`config.mk`:
```
export PLATFORM = sky130hd
export DESIGN_NAME = isqrt12
export DESIGN_NICKNAME = d
export VERILOG_FILES = /design/src/rtl/isqrt12.sv
export SDC_FILE = /design/constraint.sdc
export NUM_CORES = 1
export LEC_CHECK = 0
export CAP_MARGIN = 40
export CORE_MARGIN = 2
export CORE_UTILIZATION = 45
export DETAILED_ROUTE_END_ITERATION = 12
export GPL_ROUTABILITY_DRIVEN = 0
export GPL_TIMING_DRIVEN = 0
export PLACE_DENSITY_LB_ADDON = 0.08
export SLEW_MARGIN = 15
export SYNTH_ARGS = -nofsm -noshare
export SYNTH_HDL_FRONTEND = slang
export SYNTH_SLANG_ARGS = --single-unit
```
`constraint.sdc`:
```
create_clock -name clk -period 2.9 [get_ports clk]
set_clock_uncertainty 0.15 [all_clocks]
set_input_delay 0.58 -clock clk [delete_from_list [all_inputs] [get_ports clk]]
set_output_delay 0.58 -clock clk [all_outputs]
set_load 0.005 [all_outputs]
```
`src/rtl/isqrt12.sv`:
```
// rtl/isqrt12.sv - 12-bit unsigned integer square root, one restoring digit step per cycle
module isqrt12 (
  input  logic        clk,
  input  logic        rst_n,
  input  logic        in_valid,
  output logic        in_ready,
  input  logic [11:0] x,
  output logic        out_valid,
  input  logic        out_ready,
  output logic [5:0]  root,
  output logic [6:0]  rem,
  output logic        exact
);

  localparam logic [1:0] IDLE = 2'd0;
  localparam logic [1:0] CALC = 2'd1;
  localparam logic [1:0] DONE = 2'd2;

  logic [1:0]  state_q, state_d;
  logic [11:0] opnd_q, opnd_d;
  logic [5:0]  q_q, q_d;
  logic [8:0]  r_q, r_d;
  logic [2:0]  cnt_q, cnt_d;
  logic [5:0]  root_q, root_d;
  logic [6:0]  rem_q, rem_d;
  logic        exact_q, exact_d;

  logic [1:0]  pair;
  logic [8:0]  r_sh;
  logic [7:0]  trial;
  logic        ge;
  logic [8:0]  r_new;
  logic [5:0]  q_new;

  always_comb begin
    // Bring down the next radicand digit pair (index = counter) and try q*4+1.
    pair  = opnd_q[{cnt_q, 1'b0} +: 2];
    r_sh  = {r_q[6:0], pair};
    trial = {q_q, 2'b01};
    ge    = (r_sh >= {1'b0, trial});
    r_new = ge ? (r_sh - {1'b0, trial}) : r_sh;
    q_new = {q_q[4:0], ge};

    state_d = state_q;
    opnd_d  = opnd_q;
    q_d     = q_q;
    r_d     = r_q;
    cnt_d   = cnt_q;
    root_d  = root_q;
    rem_d   = rem_q;
    exact_d = exact_q;

    case (state_q)
      IDLE: begin
        if (in_valid) begin
          opnd_d  = x;
          q_d     = 6'd0;
          r_d     = 9'd0;
          cnt_d   = 3'd5;
          state_d = CALC;
        end
      end
      CALC: begin
        q_d = q_new;
        r_d = r_new;
        if (cnt_q == 3'd0) begin
          root_d  = q_new;
          rem_d   = r_new[6:0];
          exact_d = (r_new == 9'd0);
          state_d = DONE;
        end else begin
          cnt_d = cnt_q - 3'd1;
        end
      end
      DONE: begin
        if (out_ready) state_d = IDLE;
      end
      default: state_d = IDLE;
    endcase
  end

  always_ff @(posedge clk) begin
    if (!rst_n) begin
      state_q <= IDLE;
      opnd_q  <= 12'd0;
      q_q     <= 6'd0;
      r_q     <= 9'd0;
      cnt_q   <= 3'd0;
      root_q  <= 6'd0;
      rem_q   <= 7'd0;
      exact_q <= 1'b0;
    end else begin
      state_q <= state_d;
      opnd_q  <= opnd_d;
      q_q     <= q_d;
      r_q     <= r_d;
      cnt_q   <= cnt_d;
      root_q  <= root_d;
      rem_q   <= rem_d;
      exact_q <= exact_d;
    end
  end

  assign in_ready  = (state_q == IDLE);
  assign out_valid = (state_q == DONE);
  assign root      = root_q;
  assign rem       = rem_q;
  assign exact     = exact_q;

endmodule
```
# Yosys cells after proc, flatten, opt, wreduce, memory -nomap -nowiden
# Cells that the tools add are included.
classes:
  n_eq_ne: 6
  n_reduce_logical: 9
  n_shift: 1
  addsub: 2
  mux: 12
  magnitude_cmp: 1
ops:
  columns: ["op", "n"]
  rows:
  - ["$pmux W7 S2", 1]
  - ["$pmux W6 S2", 1]
  - ["$shiftx A12 B5 Y2", 1]
  - ["$ge A9 B8 Y1", 1]
  - ["$logic_not A9 Y1", 1]
  - ["$mux W9", 1]
  - ["$sub A9 B8 Y9", 1]
  - ["$mux W7", 1]
  - ["$mux W2", 3]
  - ["$mux W3", 2]
  - ["$mux W6", 1]
  - ["$ne A2 B2 Y1 const B", 3]
  - ["$pmux W2 S3", 1]
  - ["$pmux W3 S2", 1]
  - ["$reduce_and A2 Y1", 3]
  - ["$reduce_and A3 Y1", 2]
  - ["$logic_not A3 Y1", 1]
  - ["$sub A3 B1 Y3 const B", 1]
  - ["$eq A2 B1 Y1 const B", 1]
  - ["$eq A2 B2 Y1 const B", 1]
  - ["$logic_not A2 Y1", 1]
  - ["$ne A2 B1 Y1 const B", 1]
  - ["$reduce_bool A2 Y1", 1]
word_totals:
  in_bits: 16
  ff_bits: 44
  out_inout_bits: 16
  elab_cells: 39

# Longest topological paths before layout
# Gate-level depths: netlist of run 1.
depth:
  word_depth: 4
  depth_mapped: 13
  mapped_depth_nobuf: 12

# Worst setup path after synthesis of run 1
# Ideal clock, no wire load.
synth_path:
  path_kind: "reg-to-reg"
  startpoint: "reg cnt_q[0]"
  endpoint: "reg exact_q (netlist: exact)"
  arrival_time_ns: 2.808
  t_required_ns: 2.663
  n_path_buf: 1
  path_slack_ns: -0.145
  stages_incl_launch_ff: 13
  period_less_slack_ns: 3.045
  setup_ns: 0.087
  cell_sequence: "dfxtp_1 buf_6 mux4_2 a21oi_1 ha_1 nor2b_1 o31a_1 o31a_1 o21a_1 nor2_1 mux2i_1 o2111ai_1 o31ai_1"
synth_via:
  elab_chain_cells: 4
  elab_cells_between_ends: 7
  classes_between: "add/sub (1); order compare (1); shift (1); mux (1); reduce/logical (3)"
synth_rtl:
  columns: ["item", "line_no", "source"]
  rows:
  - ["start, declared", "23", "logic [2:0] cnt_q, cnt_d;"]
  - ["start signal, assigned", "97", "cnt_q <= cnt_d;"]
  - ["$shiftx A12 B5 Y2", "37", "pair = opnd_q[{cnt_q, 1'b0} +: 2];"]
  - ["$sub A9 B8 Y9 / $ge A9 B8 Y1 (equally long branches)", "41, 40", null]
  - ["$mux W9", "41", "r_new = ge ? (r_sh - {1'b0, trial}) : r_sh;"]
  - ["$logic_not A9 Y1", "69", "exact_d = (r_new == 9'd0);"]
  - ["end signal, assigned", "100", "exact_q <= exact_d;"]
  - ["end, declared", "26", "logic exact_q, exact_d;"]
# Several ways; a longest one is shown, not always the timed one.
# A chain may end at the register's enable or synchronous reset.

# Worst setup path after layout of run 1
# Same ends and word-level chain as after synthesis.

==> results.py, run 1 <==
metrics = {
    "run_status": {
        "outcome": "finished, violations left",
        "violations": "setup timing",
    },
    "timing": {
        "setup_viol": 1,
        "hold_viol_final": 0,
        "setup_slack_ps": -226,
        "hold_ws_ps": 308,
        "rsz0062_at_grt": "yes",
        "slew_headroom_pct": 56.0,
        "slew_violations": 0,
        "fin_crit_sh_pct": 108,
        "timing.fmax_mhz": 320,
        "setup-tns-final_ps": -226,
        "period_needed_ps": 3130,
        "worst_slew_pin_slew_ps": 658,
    },
    "min_path": {
        "min_from": "rem[1]",
        "hold_depth": 2,
        "worstHoldEndpoint": "rem[1]",
        "hold_path_class": "register to register",
    },
    "final_layout": {
        "synthToLayoutAreaGrowth_pct": 28.7,
        "register_area_sq_um": 885,
        "final_util_pct": 58.9,
        "filler_cell_count": 484,
        "nets": 348,
        "antennaDiodeCount": 0,
        "multiInputGateArea_sq_um": 1420,
        "layout-drive-gt1-share_pct": 12.4,
    },
    "yosys": {
        "synth_fp_nets": 303,
        "yosys_warnings": 0,
        "async_flop_share_pct": 0,
        "synth-seq-area-share_pct": 38.2,
        "yosysTopAreaCell": "dfxtp_1",
        "synth_flop_cell": "dfxtp_1",
        "avgSynthCellArea_sq_um": 8.33,
        "synthesis.area_sq_um": 2310,
        "postSynthCellCount": 277,
        "synth-seq-cells": 44,
        "synth_cell_types": 44,
        "synth_top_area_share_pct": 38.2,
        "synth_common_cells": "60 x nand2_1, 44 x dfxtp_1, 21 x a21boi_0, 18 x nor2b_1, 13 x nor2_1",
        "synth-edff-count": 0,
        "synthTopCellsByArea": "dfxtp_1 38%, nand2_1 9.8%, a21boi_0 6.8%",
        "synthMostInstantiatedCell": "nand2_1",
    },
    "die": {
        "die-area_sq_um": 5720,
        "core_area_sq_um": 5040,
        "floorplan.initialDensity_pct": 45.8,
        "die_h_microns": 75.6,
        "fp.dieW_microns": 75.6,
        "io_pins": 32,
        "rows": 26,
    },
    "setup_path": {
        "cp.required_ps": 2950,
        "slowest_stage": "mux4_2",
        "r2r_slack_ps": -230,
        "critical-path-top-delay-family": "compound AO/OA/AOI/OAI gates",
        "cp_cell_sequence": "mux4_2 -> a21oi_4 -> ha_4 -> nor2b_2 -> o31a_1 -> o31a_1 -> o21a_1 -> nor2_1 -> mux2i_1 -> a22oi_1 -> o31ai_1",
        "worstPathMaxFanout": 3,
        "crit_type": "register to register",
        "start_kind": "register",
        "crit_top_cell": "o31a_1",
        "reg2reg_to": "exact",
        "critPathArrivalTime_ps": 3170,
        "reg2reg_from": "cnt_q[0]",
        "max_stage_delay_ps": 560,
        "cp_num_buf_inv": 0,
        "r2r_cells": 11,
        "crit_path_end_kind": "register",
        "startpoint": "cnt_q[0]",
    },
    "clock_network": {
        "cts_tree": "done",
        "h-tree-depth": 2,
        "postCtsHoldBufs": 0,
        "clk_pin_slew_worst_paths_ps": 80,
        "cts_root_buf": "clkbuf_8",
        "insertion_delay_ps": 290,
        "cts_max_path_buffers": 2,
        "clock-sinks": 44,
        "cts_buffers": 5,
    },
    "grt": {
        "grt.total_usage_pct": 21.3,
        "antenna_found_initial": 0,
        "grt_max_degree": 14,
        "grt_pass1_vias": 1832,
        "globalRouteOverflowTotal": 0,
        "grt_pass1_wl_microns": 9090,
    },
    "power_and_ir_drop": {
        "cellPowerDensity_nw_per_um2": 840,
        "leakagePower_nw": 1.13,
        "power_mw": 2.50,
        "peakVddDrop_mv": 0.403,
    },
    "route": {
        "vias": 2052,
        "firstDrtPassIters": 4,
        "antenna_left": 0,
        "remaining_drc_errors": 0,
        "drt-total-wl_microns": 5800,
        "dr.first_iter.drc_count": 161,
        "vias_per_cell": 5.22,
        "wire_per_inst_microns": 14.8,
    },
    "job": {
        "cap_violations": 0,
    },
    "placed_design": {
        "io_buffer_count": 30,
        "dpl.hpwl_microns": 4100,
        "post-place-ws_ps": -312,
    },
}
[sequential cells by signal (all words and copies together), names as in the netlist]
signal / count
r_q: 7
cnt_q: 3
q_q: 6
opnd_q: 12
state_q: 2
rem: 7
exact: 1
root: 6
[final cells by class]
class	count	share of cell area, %
multi-input combinational	208	47.9
sequential	44	29.8
timing repair buffer	39	12.6
tap	70	2.95
clock buffer	6	2.44
inverter	13	1.64
buffer	11	1.52
clock inverter	2	1.18
[placed cells by master, fill, tap and decap left out, types with 5 or more instances in the layout]
master / Yosys / final
clkbuf_1: 9 / 10
o21a_1: 5 / 5
clkbuf_8: 0 / 5
clkdlybuf4s50_1: 0 / 30
ha_1: 10 / 8
buf_4: 0 / 8
nor2_1: 13 / 13
nor2b_1: 18 / 17
and2_1: 5 / 5
o21ai_0: 11 / 11
a21oi_1: 9 / 8
a22oi_1: 10 / 10
a21boi_0: 21 / 20
nand2_1: 60 / 58
dfxtp_1: 44 / 43
inv_1: 12 / 11
[per-layer routing]
layer  vias up  global-route usage [%]  share of wire, %
met2        52                    31.2                44
met1       945                    32.2                51
met4         0                    4.68              0.90
met3         6                    4.50               4.1
li1       1049                       -                 -
met5         -                       0                 0
[worst max path at each step]
| stage | slack [ps] | end | depth (start not counted) |
|---|---|---|---|
| after global routing | -350 | exact | 11 |
| after CTS | -210 | exact | 12 |
| after global placement | -290 | exact | 13 |
| after detailed placement | -310 | exact | 13 |
| final | -230 | exact | 11 |
| after floorplan | -40 | exact | 13 |
[report_power, final]
part / total [mW] / switching (mW) / internal [mW]
logic: 1.32 / 0.691 / 0.626
clock network: 0.460 / 0.204 / 0.256
registers: 0.719 / 0.0539 / 0.665
[worst min-delay path, stage by stage, from the launching register on]
cell and delay, ps:
dfxtp_1 320, nand2_1 50, a21boi_1 50
[cell families after synthesis]
| logic type | count (synthesis) | synth area share (%) |
|---|---|---|
| compound gates | 78 | 24.6 |
| xor+xnor | 4 | 1.52 |
| fa+ha+maj | 10 | 5.42 |
| buf+inv | 25 | 4.44 |
| flops | 44 | 38.2 |
| mux | 9 | 4.99 |
| simple gates | 107 | 20.9 |
[repair_timing]
item / 4_1_cts / 5_1_grt
hold endpoints to repair: 0 / 0
setup buffers: 6 / 3
pin swaps: 5 / 1
endpoints found under the setup margin: 4 / 13
gates resized for setup: 3 / 21
[metrics by stage]
step	instance area, sq um	cells
floorplan	2330	277
global placement	2720	377
detailed placement	2720	377
CTS	2880	391
global route	2970	393
finish	2970	393
Note: power is estimated with default switching activity, not from simulation.
==> run 2: changes to the inputs <==
Settings changed: ABC_AREA from default to 1, PLACE_DENSITY_LB_ADDON 0.08 to 0.25.
==> results.py, run 2 <==
metrics = {
    "run_status": {
        "outcome": "finished, final reports clean",
    },
    "final_layout": {
        "synthToLayoutAreaGrowth_pct": 22.4,
        "final_cell_mix": "76 x nand2_1, 43 x dfxtp_1, 41 x inv_1, 39 x nor2_1, 32 x a21oi_1",
        "final_util_pct": 56.3,
        "largest_register_ffs": 12,
        "layout-drive-gt1-share_pct": 9.16,
        "layout_commonest_cell": "nand2_1",
        "layout.cells.non_filler": 441,
        "antennaDiodeCount": 0,
        "nets": 396,
        "top_register": "opnd_q",
    },
    "yosys": {
        "synthMostInstantiatedCell": "nand2_1",
        "async_flop_share_pct": 0,
        "synth-edff-count": 0,
        "synthAdderAreaFrac_pct": 5.43,
        "synth_fp_nets": 357,
        "synth_cell_types": 31,
        "postSynthCellCount": 331,
        "yosysTopAreaCell": "dfxtp_1",
        "synth_common_cells": "76 x nand2_1, 44 x dfxtp_1, 41 x inv_1, 39 x nor2_1, 32 x a21oi_1",
        "synthTopCellsByArea": "dfxtp_1 38%, nand2_1 12%, a21oi_1 6.9%",
        "synth_flop_cell": "dfxtp_1",
        "synthesis.area_sq_um": 2310,
        "synth-seq-area-share_pct": 38.2,
        "avgSynthCellArea_sq_um": 6.97,
        "post_synth_and_or_nand_nor_area_fraction_pct": 28.2,
        "synth_compound_area_share_pct": 17.0,
        "synth_top_area_share_pct": 38.2,
        "synthMuxAreaShare_pct": 0,
        "yosys_warnings": 0,
        "synth_xor_xnor_area_share_pct": 1.52,
        "synth-seq-cells": 44,
        "synth_top_family_by_area": "simple AND/OR/NAND/NOR gates",
    },
    "grt": {
        "grt.total_usage_pct": 19.9,
        "grt_pass1_vias": 1838,
        "antenna_found_initial": 0,
        "grt_pass1_wl_microns": 8610,
        "grt_max_degree": 15,
        "globalRouteOverflowTotal": 0,
    },
    "die": {
        "io_pins": 32,
        "core_area_sq_um": 5010,
        "die_h_microns": 75.6,
        "rows": 26,
        "die-area_sq_um": 5710,
        "floorplan.initialDensity_pct": 46.0,
        "fp.dieW_microns": 75.6,
    },
    "timing": {
        "rsz0062_at_grt": "no",
        "worst_slew_pin_slew_ps": 580,
        "timing.fmax_mhz": 366,
        "hold_ws_ps": 305,
        "slew_violations": 0,
        "hold_viol_final": 0,
        "slew_headroom_pct": 61.3,
        "period_needed_ps": 2730,
        "setup_viol": 0,
        "setup-tns-final_ps": 0,
        "fin_crit_sh_pct": 94.2,
    },
    "route": {
        "remaining_drc_errors": 0,
        "vias_per_cell": 4.92,
        "firstDrtPassIters": 4,
        "dr.first_iter.drc_count": 115,
        "drt-total-wl_microns": 5110,
        "vias": 2168,
        "wire_per_inst_microns": 11.6,
        "antenna_left": 0,
    },
    "setup_path": {
        "cp_cell_sequence": "inv_1 -> nand2_1 -> nor3_1 -> a21oi_1 -> ha_1 -> a41oi_4 -> nand2_4 -> buf_12 -> nand2_1 -> nand2_1 -> inv_2 -> nand2_1 -> nor2_1 -> nand2_1 -> a21oi_2",
        "start_kind": "register",
        "reg2reg_to": "exact",
        "r2r_cells": 15,
        "crit_path_end_kind": "register",
        "max_stage_delay_ps": 340,
        "startpoint": "cnt_q[1]",
        "reg2reg_from": "cnt_q[1]",
        "crit_top_cell": "nand2_1",
        "crit_type": "register to register",
        "cp.required_ps": 2980,
        "slowest_stage": "dfxtp_1",
        "critPathArrivalTime_ps": 2810,
        "cp-endpoint": "exact",
        "worstPathMaxFanout": 10,
        "r2r_slack_ps": 170,
    },
    "clock_network": {
        "clock-sinks": 44,
        "insertion_delay_ps": 300,
        "cts_max_path_buffers": 2,
        "clk_pin_slew_worst_paths_ps": 80,
        "cts_tree": "done",
        "cts_root_buf": "clkbuf_8",
        "h-tree-depth": 2,
        "cts_buffers": 5,
    },
    "min_path": {
        "min_from": "opnd_q[1]",
        "hold_path_class": "register to register",
        "hold_depth": 2,
    },
    "power_and_ir_drop": {
        "peakVddDrop_mv": 0.607,
        "cellPowerDensity_nw_per_um2": 955,
        "power_mw": 2.69,
        "leakagePower_nw": 1.23,
    },
    "placed_design": {
        "dpl.hpwl_microns": 3890,
        "placed_cells": 431,
        "io_buffer_count": 30,
    },
    "job": {
        "cap_violations": 0,
    },
}
-- run 2: cells by family (layout without fill, tap and decap cells) --
family / count (synthesis) / after routing
simple gates: 150 / 150
flops: 44 / 44
fa+ha+maj: 10 / 10
buf+inv: 55 / 95
compound gates: 68 / 68
xor+xnor: 4 / 4
-- run 2: what timing repair did --
item / in CTS / in global routing
buffers inserted: 0 / 2
setup endpoints to repair: 1 / 2
endpoints found under the hold margin: 0 / 0
pin swaps: 0 / 1
resized for setup: 1 / 3
hold buffers: 0 / 0
-- run 2: critical path: cells and delay by family (launching register included) --
kind | cells | cell delay, ps
AO/OA/AOI/OAI | 3 | 560
AND/OR/NAND/NOR | 8 | 970
flip-flops | 1 | 340
buffers and inverters | 3 | 360
adder cells (fa/ha/maj) | 1 | 270
-- run 2: through the flow --
| stage | setup WS [ps] | instance area, sq um |
|---|---|---|
| 6_report | 168 | 2820 |
| 5_1_grt | 13.8 | 2820 |
| 4_1_cts | 19.0 | 2790 |
| 3_5_place_dp | 0.234 | 2690 |
| 3_3_place_gp | 63.6 | 2690 |
| 2_1_floorplan | 525 | 2310 |
-- run 2: worst min path at each step --
stage | end | slack [ps]
after floorplan | opnd_q[0] | 280
after global placement | opnd_q[0] | 290
after detailed placement | opnd_q[1] | 300
after CTS | opnd_q[1] | 310
after global routing | opnd_q[0] | 330
final | opnd_q[1] | 310
-- run 2: area by class of cell --
cell class / count / area [sq um]
Buffer: 11 / 57.6
Clock buffer: 6 / 82.6
Clock inverter: 2 / 15.0
Fill cell: 512 / 2190
Inverter: 44 / 165
Multi-Input combinational cell: 232 / 1220
Sequential cell: 44 / 882
Tap cell: 70 / 87.6
Timing Repair Buffer: 32 / 315
-- run 2: power by group --
part | internal (mW) | switching, mW | leakage, nW | total (mW)
Clock | 0.193 | 0.207 | 0.0434 | 0.400
Combinational | 0.617 | 0.949 | 0.823 | 1.57
Sequential | 0.679 | 0.0498 | 0.360 | 0.729
Total | 1.49 | 1.21 | 1.23 | 2.69
-- run 2: per-layer routing --
layer,share of wire [%],wire length (microns),global-route usage (%)
met3,6.2,315,3.84
met1,48,2450,28.6
met5,0,0,0
met4,2.1,109,7.21
met2,44,2240,29.8
